### config.mk
export PLATFORM = sky130hd
export DESIGN_NAME = scv_bus
export DESIGN_NICKNAME = d
export VERILOG_FILES = /design/src/rtl/scv_bus_pkg.sv /design/src/rtl/scv_bus_decode.sv /design/src/rtl/scv_bus.sv
export SDC_FILE = /design/constraint.sdc
export NUM_CORES = 1
export LEC_CHECK = 0
export CAP_MARGIN = 25
export CORE_UTILIZATION = 40
export CTS_CLUSTER_SIZE = 40
export DETAILED_ROUTE_END_ITERATION = 8
export PLACE_DENSITY = 0.79
export SYNTH_ARGS = -nofsm -noshare
export SYNTH_HDL_FRONTEND = slang
export SYNTH_SLANG_ARGS = --single-unit
### constraint.sdc
create_clock -name CLK -period 2.5 [get_ports CLK]
set_clock_uncertainty 0.1 [all_clocks]
set_input_delay 0.5 -clock CLK [delete_from_list [all_inputs] [get_ports CLK]]
set_output_delay 0.5 -clock CLK [all_outputs]
set_load 0.02 [all_outputs]
### src/rtl/scv_bus_pkg.sv
// Shared types and address-map constants for the Super Cassette Vision system-bus controller.
package scv_bus_pkg;

  typedef enum logic [2:0] {
    NONE = 3'd0,
    ROM  = 3'd1,
    VRAM = 3'd2,
    CART = 3'd3,
    WRAM = 3'd4
  } e_region;

  localparam logic [15:0] ROM_LIMIT  = 16'h0FFF;
  localparam logic [15:0] VRAM_BASE  = 16'h2000;
  localparam logic [15:0] VRAM_LIMIT = 16'h3FFF;
  localparam logic [15:0] WRAM_BASE  = 16'hFF80;
  localparam logic [15:0] CART_BASE  = 16'h8000;
  localparam logic [15:0] CART_LIMIT = 16'hFF7F;

  typedef enum logic [2:0] {
    S_IDLE,
    S_ADDR,
    S_REQ,
    S_WAIT,
    S_DONE
  } e_state;

endpackage

### src/rtl/scv_bus_decode.sv
// Combinational address decoder; the first matching region wins.
module scv_bus_decode
  import scv_bus_pkg::*;
(
  input  logic [15:0] addr,
  output e_region     region
);

  always_comb begin
    // NOTE: default first so every path assigns region and no latch is inferred.
    region = NONE;
    if (addr <= ROM_LIMIT)
      region = ROM;
    else if (addr >= VRAM_BASE && addr <= VRAM_LIMIT)
      region = VRAM;
    else if (addr >= WRAM_BASE)
      region = WRAM;
    else if (addr >= CART_BASE && addr <= CART_LIMIT)
      region = CART;
  end

endmodule

### src/rtl/scv_bus.sv
// uPD7800 system-bus controller: region decode, synchronous-memory read FSM timed
// against the CPU's CP1/CP2 phases, write-strobe to one-cycle pulse, overrun flag.
module scv_bus
  import scv_bus_pkg::*;
#(
  parameter int unsigned RD_LAT   = 1,
  parameter logic [7:0]  OPEN_BUS = 8'hFF
) (
  input  logic        CLK,
  input  logic        RESET,
  input  logic        CP1_POSEDGE,
  input  logic        CP2_NEGEDGE,
  input  logic [15:0] CPU_A,
  input  logic [7:0]  CPU_DB_O,
  input  logic        CPU_WRB,
  input  logic        CPU_M1,
  output logic [7:0]  CPU_DB_I,
  output logic [15:0] MEM_A,
  output logic [7:0]  MEM_DO,
  output e_region     MEM_SEL,
  output logic        MEM_RD,
  output logic        MEM_WR,
  input  logic [7:0]  ROM_DI,
  input  logic [7:0]  VRAM_DI,
  input  logic [7:0]  CART_DI,
  input  logic [7:0]  WRAM_DI,
  output logic        FETCH,
  output logic        OVERRUN
);

  e_state      state_q, state_d;
  logic [15:0] a_q;
  e_region     sel_q;
  logic        m1_q;
  logic [1:0]  cnt_q;
  logic        wrb_q;
  logic        mem_wr_q;
  logic [15:0] hold_a;
  e_region     hold_sel;
  logic [7:0]  hold_do;
  logic [7:0]  db_q;
  logic        fetch_q;
  logic        overrun_q;

  e_region     wr_region, addr_region;
  logic        wr_edge, rd_req, capture, open_load;
  logic [7:0]  rd_data;

  scv_bus_decode u_wr_decode   (.addr(CPU_A), .region(wr_region));
  scv_bus_decode u_addr_decode (.addr(CPU_A), .region(addr_region));

  assign wr_edge   = wrb_q & ~CPU_WRB;
  // A write edge or a CP1 restart in REQ takes the bus away from the read.
  assign rd_req    = (state_q == S_REQ) && (sel_q != NONE) && !wr_edge && !CP1_POSEDGE;
  assign open_load = (state_q == S_REQ) && (sel_q == NONE) && !wr_edge && !CP1_POSEDGE;
  assign capture   = (state_q == S_WAIT) && !CP1_POSEDGE && (cnt_q == 2'd1);

  always_comb begin
    rd_data = OPEN_BUS;
    case (sel_q)
      ROM:     rd_data = ROM_DI;
      VRAM:    rd_data = VRAM_DI;
      CART:    rd_data = CART_DI;
      WRAM:    rd_data = WRAM_DI;
      default: rd_data = OPEN_BUS;
    endcase
  end

  always_comb begin
    state_d = state_q;
    case (state_q)
      S_IDLE, S_DONE: if (CP1_POSEDGE) state_d = S_ADDR;
      S_ADDR:         state_d = CPU_WRB ? S_REQ : S_DONE;
      S_REQ: begin
        if (CP1_POSEDGE)                     state_d = S_ADDR;
        else if (wr_edge || sel_q == NONE)   state_d = S_DONE;
        else                                 state_d = S_WAIT;
      end
      S_WAIT: begin
        if (CP1_POSEDGE)       state_d = S_ADDR;
        else if (cnt_q == 2'd1) state_d = S_DONE;
      end
      default:                state_d = S_IDLE;
    endcase
  end

  // NOTE: sequential state uses non-blocking assignments so every register samples pre-edge values.
  always_ff @(posedge CLK or posedge RESET) begin
    if (RESET) begin
      state_q   <= S_IDLE;
      a_q       <= '0;
      sel_q     <= NONE;
      m1_q      <= 1'b0;
      cnt_q     <= '0;
      wrb_q     <= 1'b1;
      mem_wr_q  <= 1'b0;
      hold_a    <= '0;
      hold_sel  <= NONE;
      hold_do   <= '0;
      db_q      <= OPEN_BUS;
      fetch_q   <= 1'b0;
      overrun_q <= 1'b0;
    end else begin
      state_q  <= state_d;
      wrb_q    <= CPU_WRB;
      mem_wr_q <= wr_edge;

      if (state_q == S_ADDR) begin
        a_q   <= CPU_A;
        sel_q <= addr_region;
        m1_q  <= CPU_M1;
      end

      if (rd_req) begin
        cnt_q    <= 2'(RD_LAT);
        hold_a   <= a_q;
        hold_sel <= sel_q;
      end else if (state_q == S_WAIT) begin
        cnt_q <= cnt_q - 2'd1;
      end

      // The write address/data are presented on the pulse cycle and held afterwards.
      if (wr_edge) begin
        hold_a   <= CPU_A;
        hold_sel <= wr_region;
        hold_do  <= CPU_DB_O;
      end

      if (capture) begin
        db_q    <= rd_data;
        fetch_q <= m1_q;
      end else if (open_load) begin
        db_q <= OPEN_BUS;
      end

      if (CP2_NEGEDGE && (state_q == S_ADDR || state_q == S_REQ || state_q == S_WAIT))
        overrun_q <= 1'b1;
    end
  end

  assign MEM_RD   = rd_req;
  assign MEM_WR   = mem_wr_q;
  assign MEM_A    = rd_req ? a_q   : hold_a;
  assign MEM_SEL  = rd_req ? sel_q : hold_sel;
  assign MEM_DO   = hold_do;
  assign CPU_DB_I = db_q;
  assign FETCH    = fetch_q;
  assign OVERRUN  = overrun_q;

endmodule

After elaboration in Yosys (flattened, before gate mapping):

Index checks and enable logic that the tools add are counted.

* register bits after elaboration: 64
* bits in latches: 0
* bits in writable memories: 0
* ROM bits: 0
* input port bits: 62
* output and inout port bits: 39
* logic and storage cells: 76
* memories: 0

* add/subtract/negate cells: 1
* multipliers: 0
* divide/modulo/power cells: 0
* $lt $le $gt $ge: 6
* equal/unequal tests: 11
* shifts and indexed selects: 0
* mux-type cells: 20
* bitwise operators: 2
* reduce and logical (&&, ||, !) cells: 23

Operator list (number)
* 2-to-1 mux 3 bit: 11
* >= comparator 16 bit (second input constant): 2
* 2-to-1 mux 16 bit: 2
* one-hot mux 8 bit (4 select lines): 1
* >= comparator 16 x 14 -> 1 bit (second input constant): 1
* less-or-equal comparator 16 x 12 -> 1 bit (second input constant): 1
* less-or-equal comparator 16 x 14 -> 1 bit (second input constant): 1
* less-or-equal comparator 16 bit (second input constant): 1
* 2-to-1 mux 8 bit: 2
* == test 3 x 2 -> 1 bit (second input constant): 4
* one-hot mux 3 bit (4 select lines): 1
* logical AND 1 bit: 11
* == test 3 x 1 -> 1 bit (second input constant): 2
* == test 3 bit (second input constant): 2
* logical NOT 3 bit: 2
* 2-to-1 mux 2 bit: 3
* nonzero test 2 bit: 2
* logical OR 1 bit: 3
* inequality test 3 x 2 -> 1 bit (second input constant): 1
* nonzero test 3 bit: 1
* == test 2 x 1 -> 1 bit (second input constant): 1
* logical NOT 1 bit: 2
* inequality test 2 bit (second input constant): 1
* AND reduction 2 bit: 1
* 4 further kinds: 4

Depth between registers and ports, before layout:

* depth after elaboration: 7
* gate-level depth with buffers: 7
* gate-level depth less buffers: 6

By module:

From an unflattened synthesis, not the netlist that was laid out.

* cells, all modules: 296
* area, all modules: 3475.8 µm²

Modules (own cells, without submodules)
* scv_bus: times used 1, cells each 276, area an instance 3298.2 µm², seq. area each 1612.8 µm²
* scv_bus_decode: times used 2, cells each 10, area an instance 88.8 µm², seq. area each 0.0 µm²

Worst setup path before layout:

No wires, ideal clock.

* path kind: flip-flop to output port
* from: reg sel_q[2]
* to: out MEM_A[0]
* arrival: 1.718 ns
* data required time: 1.900 ns
* setup slack: 0.182 ns
* cell stages (with the launch flop): 7
* buffers on the path: 2
* cell sequence: dfrtp_1 or3_1 buf_4 nor2b_1 nand2_2 buf_6 mux2_1

* word-level cells in the longest chain between the ends: 5

RTL lines
* start, declared: RTL line scv_bus.sv:33 `e_region sel_q;`
* start signal, assigned: RTL line scv_bus.sv:110 `sel_q <= addr_region;`
* nonzero test 3 bit: RTL line scv_bus.sv:54 `assign rd_req = (state_q == S_REQ) && (sel_q != NONE) && !wr_edge && !CP1_POSEDGE;`
* logical AND 1 bit (3 in a row): RTL line scv_bus.sv:54
* 2-to-1 mux 16 bit
* end, declared: RTL line scv_bus.sv:18 `output logic [15:0] MEM_A,`

Every way passes these cells.

Final worst setup path:

* from: reg sel_q[1]
* to: out MEM_A[6]

The elaborated chain is that of the path after synthesis.

==> flow_summary.toml <==
[detailed_routing]
drt-total-wl_mm = 7.99
wl_met3_um = 368
wire_per_inst_um = 15.7
via_count = 2590
via_per_inst = 5.09
wl_met1_mm = 3.57
dr.pass1.iters = 4
ant_nets = 0
highest_layer = "met4"
dr.first_iter.drc_count = 106
drc = 0
wl_met2_mm = 3.94

[floorplan]
rows = 32
die_h_um = 92.7
io_pins = 101
initial_core_util_pct = 41.9
core_area_sq_um = 7850
fp.dieArea_sq_um = 8590
die_w_um = 92.7

[power_and_ir_drop]
powerDensity_nw_per_um2 = 1010
worst_ir_drop_vdd_mv = 0.515
p_leak_nw = 2.22

[worst_hold_path]
hold_path_end = "OVERRUN"
min_path_type = "reg2reg"
hold_depth = 1
min_from = "OVERRUN"

[place]
hpwl_mm = 5.44
io_buffers = 100
dp_cells = 485
place_congestion = 0.750

[clock_network]
insertion_delay_ps = 330
cts-root-buf = "clkbuf_8"
numCtsBuffers = 9
cts_tree = "done"
clkSlewWorstSetupHoldPaths_ps = 70
htree_levels = 3
clock_path_buffers = 2
cts_sinks = 64
hold_buffers = 0

[yosys]
ys_ff_latch = 64
synth_top_area_share_pct = 41.8
synth-edff-count = 0
seq_area_frac_synth_pct = 49.0
synth_most_common_cell = "dfrtp_1"
synth_area_sq_um = 3290
synth_area_leaders = "dfrtp_1 (42%), mux2_2 (12%), dfstp_2 (7.2%)"
synth_ff_type = "dfrtp_1"
synth.cells.most_frequent = "dfrtp_1 (55), mux2_2 (36), nand2_1 (22)"
netlist_instances = 281
syn_nets = 344
avgSynthCellArea_sq_um = 11.7
yosysWarnings = 0
async_flop_share_pct = 100
synthDistinctLibCells = 38
yosysTopAreaCell = "dfrtp_1"

[cells_and_area]
diodes = 0
ff_latch_area_sq_um = 1610
area_growth_pct = 48.4
final_nets = 465
multi_input_area_sq_um = 1640
drive_gt1_share_pct = 32.7
finalNonFillerCells = 509
fill_cells = 650

[setup_path]
crit_path_frequent_cell = "buf_12"
critPathCaptureType = "output pin"
critPathMaxStageDelay_ps = 390
crit_buf_inv = 3
crit_chain = "or3_4, nor2b_4, nand2_4, buf_12, buf_12, mux2_4, buf_6"
worstReg2RegStart = "state_q[2]"
crit_type = "reg2out"
arrival_ps = 2030
rr_worst_depth = 6
reg2reg_setup_slack_ps = 580
worstPathMaxFanout = 6
crit_slowest_cell = "or3_4"
worstSetupStartpointType = "flop"
r2r-end = "hold_a[4]"
crit_family = "simple AND/OR/NAND/NOR gates"
cp.required_ps = 1900

[run]
max_cap_viol_count = 0

[global_routing]
grt_pass1_wl_mm = 13.0
overflow = 0
antenna_found_initial = 0
grt_pass1_vias = 2645
grt_usage_pct = 19.6
grt_max_degree = 48

[run_status]
status = "complete, but fails checks"
violations = "setup timing"

[timing]
fin_crit_ps = 2630
holdWs_ps = 379
tns_ps = -1290
fmax_mhz = 381
hold_viol = 0
layout_setup_ws_ps = -125
fin_crit_sh_pct = 105
rsz0062_at_grt = "true"
worstMarginPinSlew_ps = 727
setup_viol_count_final = 19
relSlewSlack_pct = 51.4
maxSlewViolCount = 0
-- worst max path at each step --
stage	endpoint	cells after the start	slack, ps	startpoint
2_1_floorplan	MEM_A[0]	6	180	sel_q[2]
3_3_place_gp	MEM_A[8]	6	-500	CP1_POSEDGE
3_5_place_dp	MEM_SEL[0]	7	-520	CPU_WRB
4_1_cts	MEM_A[7]	7	-190	sel_q[2]
5_1_grt	MEM_A[6]	7	-180	sel_q[1]
6_report	MEM_A[6]	7	-130	sel_q[1]
-- kinds of logic (layout without fill, tap and decap cells) --
| logic type | count (synthesis) | after routing | synth area share, % |
|---|---|---|---|
| simple gates | 70 | 70 | 11.6 |
| compound gates | 51 | 51 | 10.8 |
| fa+ha+maj | 1 | 1 | 0.380 |
| mux | 74 | 74 | 24.5 |
| xor+xnor | 1 | 1 | 0.266 |
| flops | 64 | 64 | 49.0 |
| buf+inv | 20 | 146 | 3.42 |
-- cell type report --
type	count	area share (%)
clock buffer	11	2.90
clock inverter	5	1.64
inverter	3	0.231
multi-input combinational	197	33.7
sequential	64	33.0
tap	102	2.61
timing repair buffer	127	25.9
-- per-stage QoR --
stage,utilization [%],power [W],area [sq um],worst slack (ps)
final,62.2,0.00494,4880,-125
after global placement,57.1,0.00376,4480,-500
after detailed placement,57.1,0.00383,4480,-523
after CTS,62.2,0.00495,4880,-193
after global routing,62.2,0.00524,4880,-182
after floorplan,-,0.00299,3290,182
-- registers in the layout, summed over array words and instances, names as in the netlist --
register	flops
hold_sel	3
MEM_WR	1
sel_q	3
CPU_DB_I	8
FETCH	1
OVERRUN	1
hold_a	16
a_q	16
MEM_DO	8
state_q	3
wrb_q	1
cnt_q	2
m1_q	1
-- routing by layer --
| metal | vias to the layer above | global-route usage [%] |
|---|---|---|
| met5 | - | 0 |
| met4 | 0 | 8.08 |
| met3 | 12 | 3.12 |
| met2 | 71 | 33.2 |
| met1 | 1260 | 24.9 |
| li1 | 1247 | - |
-- repair_timing --
action	CTS	global route
endpoints found under the setup margin	20	19
pin swaps	2	1
gates resized for setup	123	15
setup buffers	7	1
gates cloned	2	0
-- cell usage in the layout (no fill, tap or decap), types with 14 or more instances in the layout --
| master | synthesis | routed |
|---|---|---|
| clkdlybuf4s50_1 | 0 | 78 |
| dfrtp_1 | 55 | 55 |
| mux2_2 | 36 | 35 |
| nand2_1 | 22 | 22 |
| mux2i_1 | 21 | 21 |
| buf_4 | 2 | 20 |
| buf_6 | 3 | 17 |
| nor2_1 | 16 | 15 |
| o21ai_0 | 14 | 14 |
| mux2_4 | 0 | 14 |
-- power by group --
group | switching (W) | leakage [nW] | total (W) | internal (W)
sequential | 0.000239 | 0.750 | 0.00171 | 0.00147
combinational | 0.00103 | 1.36 | 0.00225 | 0.00123
clock | 0.000393 | 0.106 | 0.000981 | 0.000587
total | 0.00166 | 2.22 | 0.00494 | 0.00328
Note: power is estimated with default switching activity, not from simulation.
